[config.mk]
export PLATFORM = sky130hd
export DESIGN_NAME = uc_sequencer_flat
export DESIGN_NICKNAME = d
export VERILOG_FILES = /design/src/rtl/uc_mem_if.sv /design/src/rtl/uc_sequencer.sv /design/src/flat_wrapper.sv
export SDC_FILE = /design/constraint.sdc
export NUM_CORES = 1
export LEC_CHECK = 0
export BUFFER_PORTS_ARGS = -buffer_cell sky130_fd_sc_hd__buf_2
export CAP_MARGIN = 30
export CORE_ASPECT_RATIO = 1.5
export CORE_MARGIN = 1
export CORE_UTILIZATION = 44
export CTS_CLUSTER_SIZE = 30
export DETAILED_ROUTE_END_ITERATION = 10
export PLACE_DENSITY = 0.76
export SKIP_LAST_GASP = 1
export SYNTH_ARGS = -nofsm -noshare
export SYNTH_HDL_FRONTEND = slang
export SYNTH_SLANG_ARGS = --single-unit
[constraint.sdc]
create_clock -name clk -period 1.4 [get_ports clk]
set_input_delay 0.21 -clock clk [delete_from_list [all_inputs] [get_ports clk]]
set_output_delay 0.21 -clock clk [all_outputs]
set_load 0.02 [all_outputs]
[src/rtl/uc_mem_if.sv]
// Memory bus between the microcode sequencer and a synchronous single-port RAM.
// Strobe bus without back-pressure: a transfer happens on every rising clk edge where
// mem_ce=1; mem_we selects write (1) or read (0); read data is valid the following cycle.
interface uc_mem_if #(
  parameter int ADDR_W = 6
);
  logic [ADDR_W-1:0] mem_addr;
  logic              mem_ce;
  logic              mem_we;
  logic [ADDR_W+1:0] mem_rdata;

  modport master (
    output mem_addr,
    output mem_ce,
    output mem_we,
    input  mem_rdata
  );

  modport slave (
    input  mem_addr,
    input  mem_ce,
    input  mem_we,
    output mem_rdata
  );
endinterface

[src/rtl/uc_sequencer.sv]
// Microcoded control sequencer for a 4-instruction accumulator machine (NOR/ADD/STA/JCC).
// Drives the memory bus and the processing-unit strobes; state exposed on dbg_state.
module uc_sequencer #(
  parameter int ADDR_W = 6
) (
  input  logic              clk,
  input  logic              rst_n,
  input  logic              ce,
  input  logic              carry,
  uc_mem_if.master          mem,
  output logic [2:0]        sel_UAL,
  output logic              load_R1,
  output logic              load_accu,
  output logic              load_carry,
  output logic              init_carry,
  output logic [ADDR_W-1:0] pc_out,
  output logic [2:0]        dbg_state
);

  typedef enum logic [2:0] {
    S_FETCH  = 3'd0,
    S_DECODE = 3'd1,
    S_OPREAD = 3'd2,
    S_LOADR  = 3'd3,
    S_EXEC   = 3'd4,
    S_STORE  = 3'd5
  } state_t;

  localparam logic [1:0] OP_NOR = 2'b00;
  localparam logic [1:0] OP_ADD = 2'b01;
  localparam logic [1:0] OP_STA = 2'b10;

  state_t              r_state;
  logic [ADDR_W-1:0]   r_pc;
  logic [ADDR_W+1:0]   r_ir;
  logic                r_init_carry;
  logic                r_reissue;

  state_t              w_next_state;
  logic [ADDR_W-1:0]   w_next_pc;
  logic [ADDR_W+1:0]   w_next_ir;
  logic                w_next_init;
  logic                w_next_reissue;

  logic                w_en;
  logic [1:0]          w_op;
  logic [ADDR_W-1:0]   w_opa;
  logic [1:0]          w_rd_op;
  logic [ADDR_W-1:0]   w_rd_opa;

  logic [ADDR_W-1:0]   w_mem_addr;
  logic                w_mem_ce;
  logic                w_mem_we;

  // rst_n is folded into the strobe enable so nothing fires while reset is held.
  assign w_en     = ce & rst_n;
  assign w_op     = r_ir[ADDR_W+1:ADDR_W];
  assign w_opa    = r_ir[ADDR_W-1:0];
  assign w_rd_op  = mem.mem_rdata[ADDR_W+1:ADDR_W];
  assign w_rd_opa = mem.mem_rdata[ADDR_W-1:0];

  always_ff @(posedge clk or negedge rst_n) begin
    if (!rst_n) begin
      r_state      <= S_FETCH;
      r_pc         <= '0;
      r_ir         <= '0;
      r_init_carry <= 1'b0;
      r_reissue    <= 1'b0;
    end else if (ce) begin
      r_state      <= w_next_state;
      r_pc         <= w_next_pc;
      r_ir         <= w_next_ir;
      r_init_carry <= w_next_init;
      r_reissue    <= w_next_reissue;
    end else if (r_state == S_DECODE) begin
      // The fetch data may be lost across a stall, so DECODE re-reads before latching.
      r_reissue    <= 1'b1;
    end
  end

  always_comb begin
    w_next_state   = r_state;
    w_next_pc      = r_pc;
    w_next_ir      = r_ir;
    w_next_init    = 1'b0;
    w_next_reissue = r_reissue;
    case (r_state)
      S_FETCH: begin
        w_next_state   = S_DECODE;
        w_next_reissue = 1'b0;
      end
      S_DECODE: begin
        if (r_reissue) begin
          w_next_reissue = 1'b0;
        end else begin
          w_next_ir = mem.mem_rdata;
          w_next_pc = r_pc + ADDR_W'(1);
          case (w_rd_op)
            OP_NOR, OP_ADD: w_next_state = S_OPREAD;
            OP_STA:         w_next_state = S_STORE;
            default: begin
              w_next_state = S_FETCH;
              if (!carry) w_next_pc   = w_rd_opa;
              else        w_next_init = 1'b1;
            end
          endcase
        end
      end
      S_OPREAD: w_next_state = S_LOADR;
      S_LOADR:  w_next_state = S_EXEC;
      S_EXEC:   w_next_state = S_FETCH;
      S_STORE:  w_next_state = S_FETCH;
      default:  w_next_state = S_FETCH;
    endcase
  end

  always_comb begin
    w_mem_addr = r_pc;
    w_mem_ce   = 1'b0;
    w_mem_we   = 1'b0;
    sel_UAL    = 3'b000;
    load_R1    = 1'b0;
    load_accu  = 1'b0;
    load_carry = 1'b0;
    case (r_state)
      S_FETCH:  w_mem_ce = w_en;
      S_DECODE: w_mem_ce = w_en & r_reissue;
      S_OPREAD: begin
        w_mem_addr = w_opa;
        w_mem_ce   = w_en;
      end
      S_LOADR:  load_R1 = w_en;
      S_EXEC: begin
        if (w_op == OP_NOR)      sel_UAL = 3'b001;
        else if (w_op == OP_ADD) sel_UAL = 3'b010;
        load_accu  = w_en;
        load_carry = w_en & (w_op == OP_ADD);
      end
      S_STORE: begin
        w_mem_addr = w_opa;
        w_mem_ce   = w_en;
        w_mem_we   = w_en;
      end
      default: ;
    endcase
  end

  assign mem.mem_addr = w_mem_addr;
  assign mem.mem_ce   = w_mem_ce;
  assign mem.mem_we   = w_mem_we;
  assign init_carry   = r_init_carry & w_en;
  assign pc_out       = r_pc;
  assign dbg_state    = r_state;

endmodule

[src/flat_wrapper.sv]
// flat-port wrapper written by rule: the top's interface ports become plain ports
module uc_sequencer_flat 
#(
  parameter int ADDR_W = 6
)
  (clk, rst_n, ce, carry, sel_UAL, load_R1, load_accu, load_carry, init_carry, pc_out, dbg_state, mem_mem_addr, mem_mem_ce, mem_mem_we, mem_mem_rdata);
  uc_mem_if #(.ADDR_W(ADDR_W)) mem_i ();
  input  logic clk;
  input  logic rst_n;
  input  logic ce;
  input  logic carry;
  output logic [2:0] sel_UAL;
  output logic load_R1;
  output logic load_accu;
  output logic load_carry;
  output logic init_carry;
  output logic [ADDR_W-1:0] pc_out;
  output logic [2:0] dbg_state;
  output wire logic [$bits(mem_i.mem_addr)-1:0] mem_mem_addr;
  output wire logic [$bits(mem_i.mem_ce)-1:0] mem_mem_ce;
  output wire logic [$bits(mem_i.mem_we)-1:0] mem_mem_we;
  input wire logic [$bits(mem_i.mem_rdata)-1:0] mem_mem_rdata;
  assign mem_mem_addr = mem_i.mem_addr;
  assign mem_mem_ce = mem_i.mem_ce;
  assign mem_mem_we = mem_i.mem_we;
  assign mem_i.mem_rdata = mem_mem_rdata;
  uc_sequencer #(.ADDR_W(ADDR_W)) u_core (.clk(clk), .rst_n(rst_n), .ce(ce), .carry(carry), .mem(mem_i), .sel_UAL(sel_UAL), .load_R1(load_R1), .load_accu(load_accu), .load_carry(load_carry), .init_carry(init_carry), .pc_out(pc_out), .dbg_state(dbg_state));
endmodule
After elaboration in Yosys (flattened, before gate mapping):

Cells that the tools add are included.

* register bits: 19
* logic and storage cells: 54

* bitwise logic cells: 5
* reduce and logical (&&, ||, !) cells: 12
* equality and inequality tests: 10
* add/sub/neg operators: 1
* multiplexer cells: 21

Operator list (count)
* 6-bit 2-to-1 mux: 3
* 3-bit one-hot mux with 4 select lines: 1
* 1-bit 2-to-1 mux: 11
* 3-bit 2-to-1 mux: 3
* 6-bit by 1-bit adder with 6-bit output, second input constant: 1
* 3-bit by 2-bit == test with 1-bit output, second input constant: 2
* 3-bit == test, second input constant: 2
* 3-bit one-hot mux with 2 select lines: 1
* 2-bit OR reduction: 3
* 3-bit OR reduction: 2
* 1-bit AND: 4
* 2-bit by 1-bit == test with 1-bit output, second input constant: 2
* 2-bit logical NOT: 2
* 2-bit != test, second input constant: 2
* 2-bit AND reduction: 2
* 3-bit by 1-bit == test with 1-bit output, second input constant: 1
* 3-bit logical NOT: 1
* 3-bit AND reduction: 1
* 2-bit == test, second input constant: 1
* 2-bit 2-to-1 mux: 1
* 1-bit one-hot mux with 2 select lines: 1
* 2-bit nonzero test: 1
* 1-bit NOT: 1

Depth between registers and ports, before layout:

Gate-level depths: netlist of run 1.

* depth after elaboration: 5
* depth in mapped cells: 7
* gate-level depth less buffers: 5

Worst setup path after synthesis of run 1:

No wires, ideal clock.

* path type: register to output
* start: reg u_core.r_state[2] (netlist: u_core.dbg_state[2])
* end: out load_carry
* arrival time: 2.024 ns
* buffers on the path: 1
* cell stages (with the launch flop): 6
* required time: 1.190 ns
* slack: -0.834 ns
* cell sequence: dfrtp_1 > buf_4 > inv_1 > or3_1 > nor3b_1 > nor2b_1

* cells in the longest elaborated chain, start to end: 2

RTL lines
* start: declaration: line uc_sequencer.sv:33 `state_t r_state;`
* start signal: assignment: line uc_sequencer.sv:70 `r_state <= w_next_state;`
* 3-bit == test: line uc_sequencer.sv:125 `case (r_state)`
* 1-bit 2-to-1 mux: line uc_sequencer.sv:125
* end: declaration: line flat_wrapper.sv:15 `output logic load_carry;`

No other way between the ends.

Final worst setup path of run 1:

Ends and elaborated chain as after synthesis.

==> results of run 1 <==
-- timing repair --
item | in CTS | in global routing
gates resized for setup | 26 | 16
hold buffers | 1 | 0
hold endpoints to repair | 19 | 0
buffers inserted | 5 | 5
pin swaps | 2 | 5
setup endpoints to repair | 29 | 31
-- power breakdown --
part	total (µW)	internal, µW	switching, µW	leakage [µW]
Clock	280	111	169	0.0000150
Sequential	1070	806	268	0.000230
Combinational	2540	1290	1250	0.000590
Total	3900	2210	1690	0.000836
-- layout by cell type (no fill, tap or decap), types with 3 or more instances in the layout --
master	instances
buf_2	22
nand3_1	7
mux2_2	6
a21oi_1	7
buf_4	24
o21ai_2	3
nand2_1	28
buf_6	15
dfrtp_2	3
nor2_1	5
clkbuf_4	3
o21ai_0	6
dfrtp_1	16
-- area by class of cell --
class                   count  area, µm²
clock buffers               4      26.28
fillers                   171      588.1
inverters                   3      13.76
multi-input cells          97      660.6
flip-flops and latches     19      479.2
well taps                  23      28.78
repair buffers             63      489.2
-- synthesized netlist by cell type (all sizes together) --
| master | n |
|---|---|
| dfrtp | 19 |
| nand2b | 3 |
| buf | 6 |
| mux2 | 7 |
| o2bb2a | 1 |
| nand2 | 29 |
| a21oi | 8 |
| nand3 | 7 |
| mux2i | 1 |
| conb | 1 |
| ha | 1 |
| and3 | 2 |
| o2111ai | 1 |
| o22a | 1 |
| a2bb2oi | 1 |
| nor2 | 9 |
| o21bai | 1 |
| clkbuf | 1 |
| nand3b | 1 |
| nor3 | 4 |
| nor2b | 3 |
| or3 | 2 |
| o22ai | 2 |
| o21ai | 11 |
| nor3b | 1 |
| inv | 3 |
-- per-layer routing --
metal | track usage [%] | wire length, µm | vias to the layer above
li1 | - | - | 552
met1 | 28.25 | 1160 | 536
met2 | 42.05 | 1619 | 39
met3 | 5.444 | 119 | 5
met4 | 7.813 | 29 | 0
met5 | 0 | 0 | -
-- critical path, cell delays in order, from the launching register on --
cell,delay (ns)
dfrtp_2,0.43
inv_4,0.04
or3_4,0.38
nor3b_4,0.19
nor2b_4,0.17
buf_6,0.12
-- cell families (layout without fill, tap and decap cells) --
family / after synthesis / in the layout / share of synthesized area (%)
AOI/OAI and AO/OA: 26 / 26 / 16.10
adders and majority gates: 1 / 1 / 1.141
buffers and inverters: 10 / 70 / 5.136
DFF: 19 / 19 / 43.38
muxes: 8 / 8 / 8.105
other: 1 / 1 / 0.3421
and+or+nand+nor: 61 / 61 / 25.80
-- final timing paths --
| kind | slack [ns] | startpoint | depth (start not counted) | endpoint |
|---|---|---|---|---|
| min reg2reg | 0.49 | u_core.r_ir[3] | 2 | u_core.r_ir[3] |
| min in group asynchronous | 0.41 | rst_n | 3 | u_core.r_reissue |
| max in group asynchronous | 0.77 | rst_n | 3 | u_core.dbg_state[1] |
| max reg2reg | -0.28 | u_core.dbg_state[2] | 7 | u_core.pc_out[5] |
| max | -0.44 | u_core.dbg_state[2] | 5 | load_carry |
| min | 0.11 | mem_mem_rdata[4] | 3 | u_core.r_ir[4] |
-- per-stage QoR --
step           setup WS (ns)  TNS (ns)  total power (µW)  hold WS, ns  area [µm²]
2_1_floorplan        -0.3037    -3.118              2333     -0.08559        1147
3_3_place_gp         -0.1473    -1.759              2980       0.1995        1436
3_5_place_dp         -0.1974    -2.435              3057       0.1981        1436
4_1_cts              -0.4290    -5.896              3689       0.1122        1604
5_1_grt              -0.5128    -9.893              4187       0.1019        1698
6_report             -0.4442    -8.085              3899       0.1129        1698
-- state kept, by name (all words and copies together), names as in the netlist --
signal               cells
u_core.dbg_state         3
u_core.pc_out            6
u_core.r_reissue         1
u_core.r_ir              8
u_core.r_init_carry      1
==> metrics.txt, run 1 <==
aggregate global-route resource usage 24.05%; clk_lat worst skew about 0.30 ns; CP max FO 3; Layout area overhead 54.91%; LEAKAGE 0.0008355 µW; Seq cells post-synth 19; via count around 1,100; Routed Antenna Nets 0; Initial DRC Count 38; Clock Tree Buf Depth 2; Final Net Count 200; top cells by area, synth dfrtp_1 (43%), nand2_1 (9.9%), mux2_2 (7.2%); vias per inst around 5.4; Pre-Repair DR Iteration Count 4; Die Area roughly 2700 µm²; critical path data arrival time 1.63 ns; Die W between 40 and 50 µm; worst hold path class in2reg; CTS sink cnt 19; cts bufs inserted 3; core area 2286 µm²; post-synth top area cell dfrtp_1; Finished Core Util around three quarters; maximum VDD drop roughly 1.3 mV; Layout Skew between 0.004 and 0.005 ns; die span in y roughly 63 µm; DP HPWL roughly 2000 µm; Tcrit/Tclk final 131.7%; Max Freq 542.2 MHz; routed len/inst 14.01 µm; I/O pins 36; Max Slew Vio Count 0; Layout Cells excl Fill about 210; Placement Rows 21; post-synth cell types 34; status finished, violations left; Cells after Synth ~130; H-tree level count 1; syn_nets ~140; final worst slack -0.4442 ns; PwrDens roughly 2300 nW/µm²; Cells after DPL 194; CTS tree built; share of synthesized area occupied by flip-flops and latches 43.38%; Critical Path Sink Type output port; Root Buffer clkbuf_4; unrepaired setup endpoints after global routing true; number of warning messages in the yosys log 0; cell area after synthesis ~1100 µm²; Tmin final between 1.5 and 2 ns; final hold vios 0; GRT Residual Overflow 0; crit start category register; Residual DRC 0; antenna fix cells 0; Syn Area/Cell just under 9 µm²; pin count of the biggest net entering global routing 20; global-route wire length before repair about 5000 µm; total wire length 2928 µm; WP data required between 1 and 1.5 ns; failing checks setup timing; clk slew on worst S/H paths 0.11 ns; port buffer count 34; final setup fails 30; share of cells above drive strength 1 roughly half; maxcap violations 0; top-area cell type share of the netlist area between 40% and 50%; Initial Utilization a little under half; initial antenna violation count 0; critical path class reg2out; vias in the first global route approximately 1,200; Routability Congestion about 0.84
Note: power is estimated with default switching activity, not from simulation.
==> run 2, diff against run 1 <==
--- a/config.mk
+++ b/config.mk
@@ -5,14 +5,14 @@
 export SDC_FILE = /design/constraint.sdc
 export NUM_CORES = 1
 export LEC_CHECK = 0
+export ABC_AREA = 1
 export BUFFER_PORTS_ARGS = -buffer_cell sky130_fd_sc_hd__buf_2
 export CAP_MARGIN = 30
-export CORE_ASPECT_RATIO = 1.5
 export CORE_MARGIN = 1
-export CORE_UTILIZATION = 44
+export CORE_UTILIZATION = 45
 export CTS_CLUSTER_SIZE = 30
 export DETAILED_ROUTE_END_ITERATION = 10
-export PLACE_DENSITY = 0.76
+export PLACE_DENSITY = 0.77
 export SKIP_LAST_GASP = 1
 export SYNTH_ARGS = -nofsm -noshare
 export SYNTH_HDL_FRONTEND = slang
==> run 2 against run 1 <==
The run still ends with setup timing left. Clock-buffer cell count unchanged. Final area fell by 4.7%. Die area grew 1.8%. Critical path type unchanged. Critical endpoint is now mem_mem_addr[3].
==> metrics.txt, run 2 <==
status finished, violations left; failing checks setup timing; GRT Residual Overflow 0; LEAKAGE about 0.00086 µW; post-route setup TNS -2.526 ns; CTS tree built; Pre-Repair DR Iteration Count 4; aggregate global-route resource usage 22.74%; Max Freq a little over 600 MHz; final setup fails 13; max reg flops 8; dpl cell area ~1400 µm²; syn_nets 175; share of synthesized area occupied by flip-flops and latches between 40% and 50%; Root Buffer clkbuf_4; Residual DRC 0; Final Net Count ~220; cts bufs inserted 3; global-route wire length before repair ~4700 µm; maximum VDD drop around 1.3 mV; M3 GR Usage roughly 5.5%; Global Route met2 Usage between 30% and 40%; worst hold slack about 0.13 ns; DP HPWL 2120 µm; Clock Tree Buf Depth 2; post-synth cell types 23; antenna fix cells 0; Synth top cells by count nand2_1 (61), dfrtp_1 (19), inv_1 (18), o21ai_0 (13), nand3_1 (12); commonest non-fill, non-tap cells in the layout nand2_1 (55), buf_2 (21), inv_1 (18); Placement Rows 17; die span in y ~52 µm; cell area after synthesis around 1100 µm²; Seq cells post-synth 19; number of warning messages in the yosys log 0; most common library cell in the layout ignoring fill and taps nand2_1; worst reg2reg path depth 7; core area between 2000 and 2500 µm²; vias in the first global route around 1,100; final hold vios 0; share of cells above drive strength 1 35.71%; Layout area overhead 41.47%; Layout Skew 0.005742 ns; critical path class reg2out; clk slew on worst S/H paths 0.11 ns; CTS sink cnt 19; post-synth top area cell dfrtp_1; Initial Utilization approximately half; Initial DRC Count 50; CP max FO 6; initial antenna violation count 0; most frequent cell after synthesis nand2_1; Routed Antenna Nets 0; Die Area approximately 2700 µm²; WP data required roughly 1.2 ns; critical path data arrival time about 1.4 ns; most crowded layer after global routing met2; PwrDens between 2000 and 2500 nW/µm²; Hold Path Stages 3; Critical Path Sink Type output port; Tcrit/Tclk final 117.4%; Cells after Synth ~160; routed len/inst between 10 and 15 µm; final worst slack -0.2436 ns; Die W around 52 µm; vias per inst 5.118; Tmin final approximately 1.6 ns; pin count of the biggest net entering global routing 20; crit start category register; Largest Register u_core.r_ir; worst hold path class in2reg; via count roughly 1,200; unrepaired setup endpoints after global routing true; I/O pins 36; top-area cell type share of the netlist area roughly two fifths; maxcap violations 0; H-tree level count 1; Synth async-reset ratio between 90% and 100%; Most used DFF post-synth dfrtp_1; top cells by area, synth dfrtp_1 (42%), nand2_1 (20%), inv_1 (5.9%); GR Util met1 30.67%; Post-synth EDFFs 0; Routability Congestion 0.9100; clk_lat worst skew ~0.3 ns; Max Slew Vio Count 0; total wire length between 3000 and 4000 µm; Design Area, Final about 1600 µm²; Syn Area/Cell between 7 and 8 µm²; port buffer count 34
==> run 2: final timing paths <==
check,from,to,slack (ns)
worst min-delay path,mem_mem_rdata[5],u_core.r_ir[5],0.13
min in group asynchronous,rst_n,u_core.r_ir[6],0.43
worst max-delay path,u_core.dbg_state[1],mem_mem_addr[3],-0.24
worst max register to register,u_core.dbg_state[1],u_core.pc_out[3],0.07
worst min register to register,u_core.r_ir[3],u_core.r_ir[3],0.51
max in group asynchronous,rst_n,u_core.dbg_state[0],0.74
==> run 2: through the flow <==
step,std cells,setup slack [ns],utilization (%),total power [µW]
2_1_floorplan,162,-0.04982,-,2222
3_3_place_gp,230,0.09772,61.06,2765
3_5_place_dp,230,0.05673,61.06,2822
4_1_cts,235,-0.2552,64.92,3255
5_1_grt,238,-0.3360,70.42,3755
6_report,238,-0.2436,70.42,3507
==> run 2: where the power goes <==
part	leakage [µW]	internal (µW)	total (µW)	switching, µW
sequential	0.000236	790	1040	247
clock	0.0000150	111	274	163
combinational	0.000610	893	2200	1300
==> run 2: timing repair <==
| action | 4_1_cts | 5_1_grt |
|---|---|---|
| setup endpoints to repair | 13 | 22 |
| pin swaps | 0 | 4 |
| hold endpoints to repair | 19 | 0 |
| setup buffers | 0 | 3 |
| hold buffers | 1 | 0 |
| resized for setup | 19 | 25 |
==> run 2: cell type report <==
cell class	instances	area (µm²)
clock buffers	4	26.28
fillers	177	679.4
inverters	20	77.57
multi-input cells	119	651.9
flip-flops and latches	19	479.2
well taps	28	35.03
repair buffers	48	347.8
==> run 2: kinds of logic after synthesis <==
logic type | after synthesis | share of synthesized area [%]
AND/OR/NAND/NOR | 92 | 35.89
other | 1 | 0.3279
XOR/XNOR | 1 | 0.7660
buffers and inverters | 24 | 9.628
adder cells (fa/ha/maj) | 1 | 1.094
AO/OA/AOI/OAI | 24 | 10.72
flip-flops | 19 | 41.58
==> run 2: critical path, cell delays in order (launching register included) <==
cell     delay [ns]
dfrtp_2        0.46
nor2_4         0.12
nand2_2        0.07
nand2_2        0.08
buf_6          0.13
nand2_1        0.06
o21ai_1        0.07
buf_4          0.15
==> run 2: routing by layer <==
| metal | share of wire, % | routed length, µm | vias to the layer above |
|---|---|---|---|
| met5 | 0 | 0 | - |
| met2 | 50 | 1500 | 30 |
| li1 | - | - | 606 |
| met1 | 45 | 1366 | 580 |
| met4 | 0.17 | 5 | 0 |
| met3 | 4.6 | 137 | 2 |
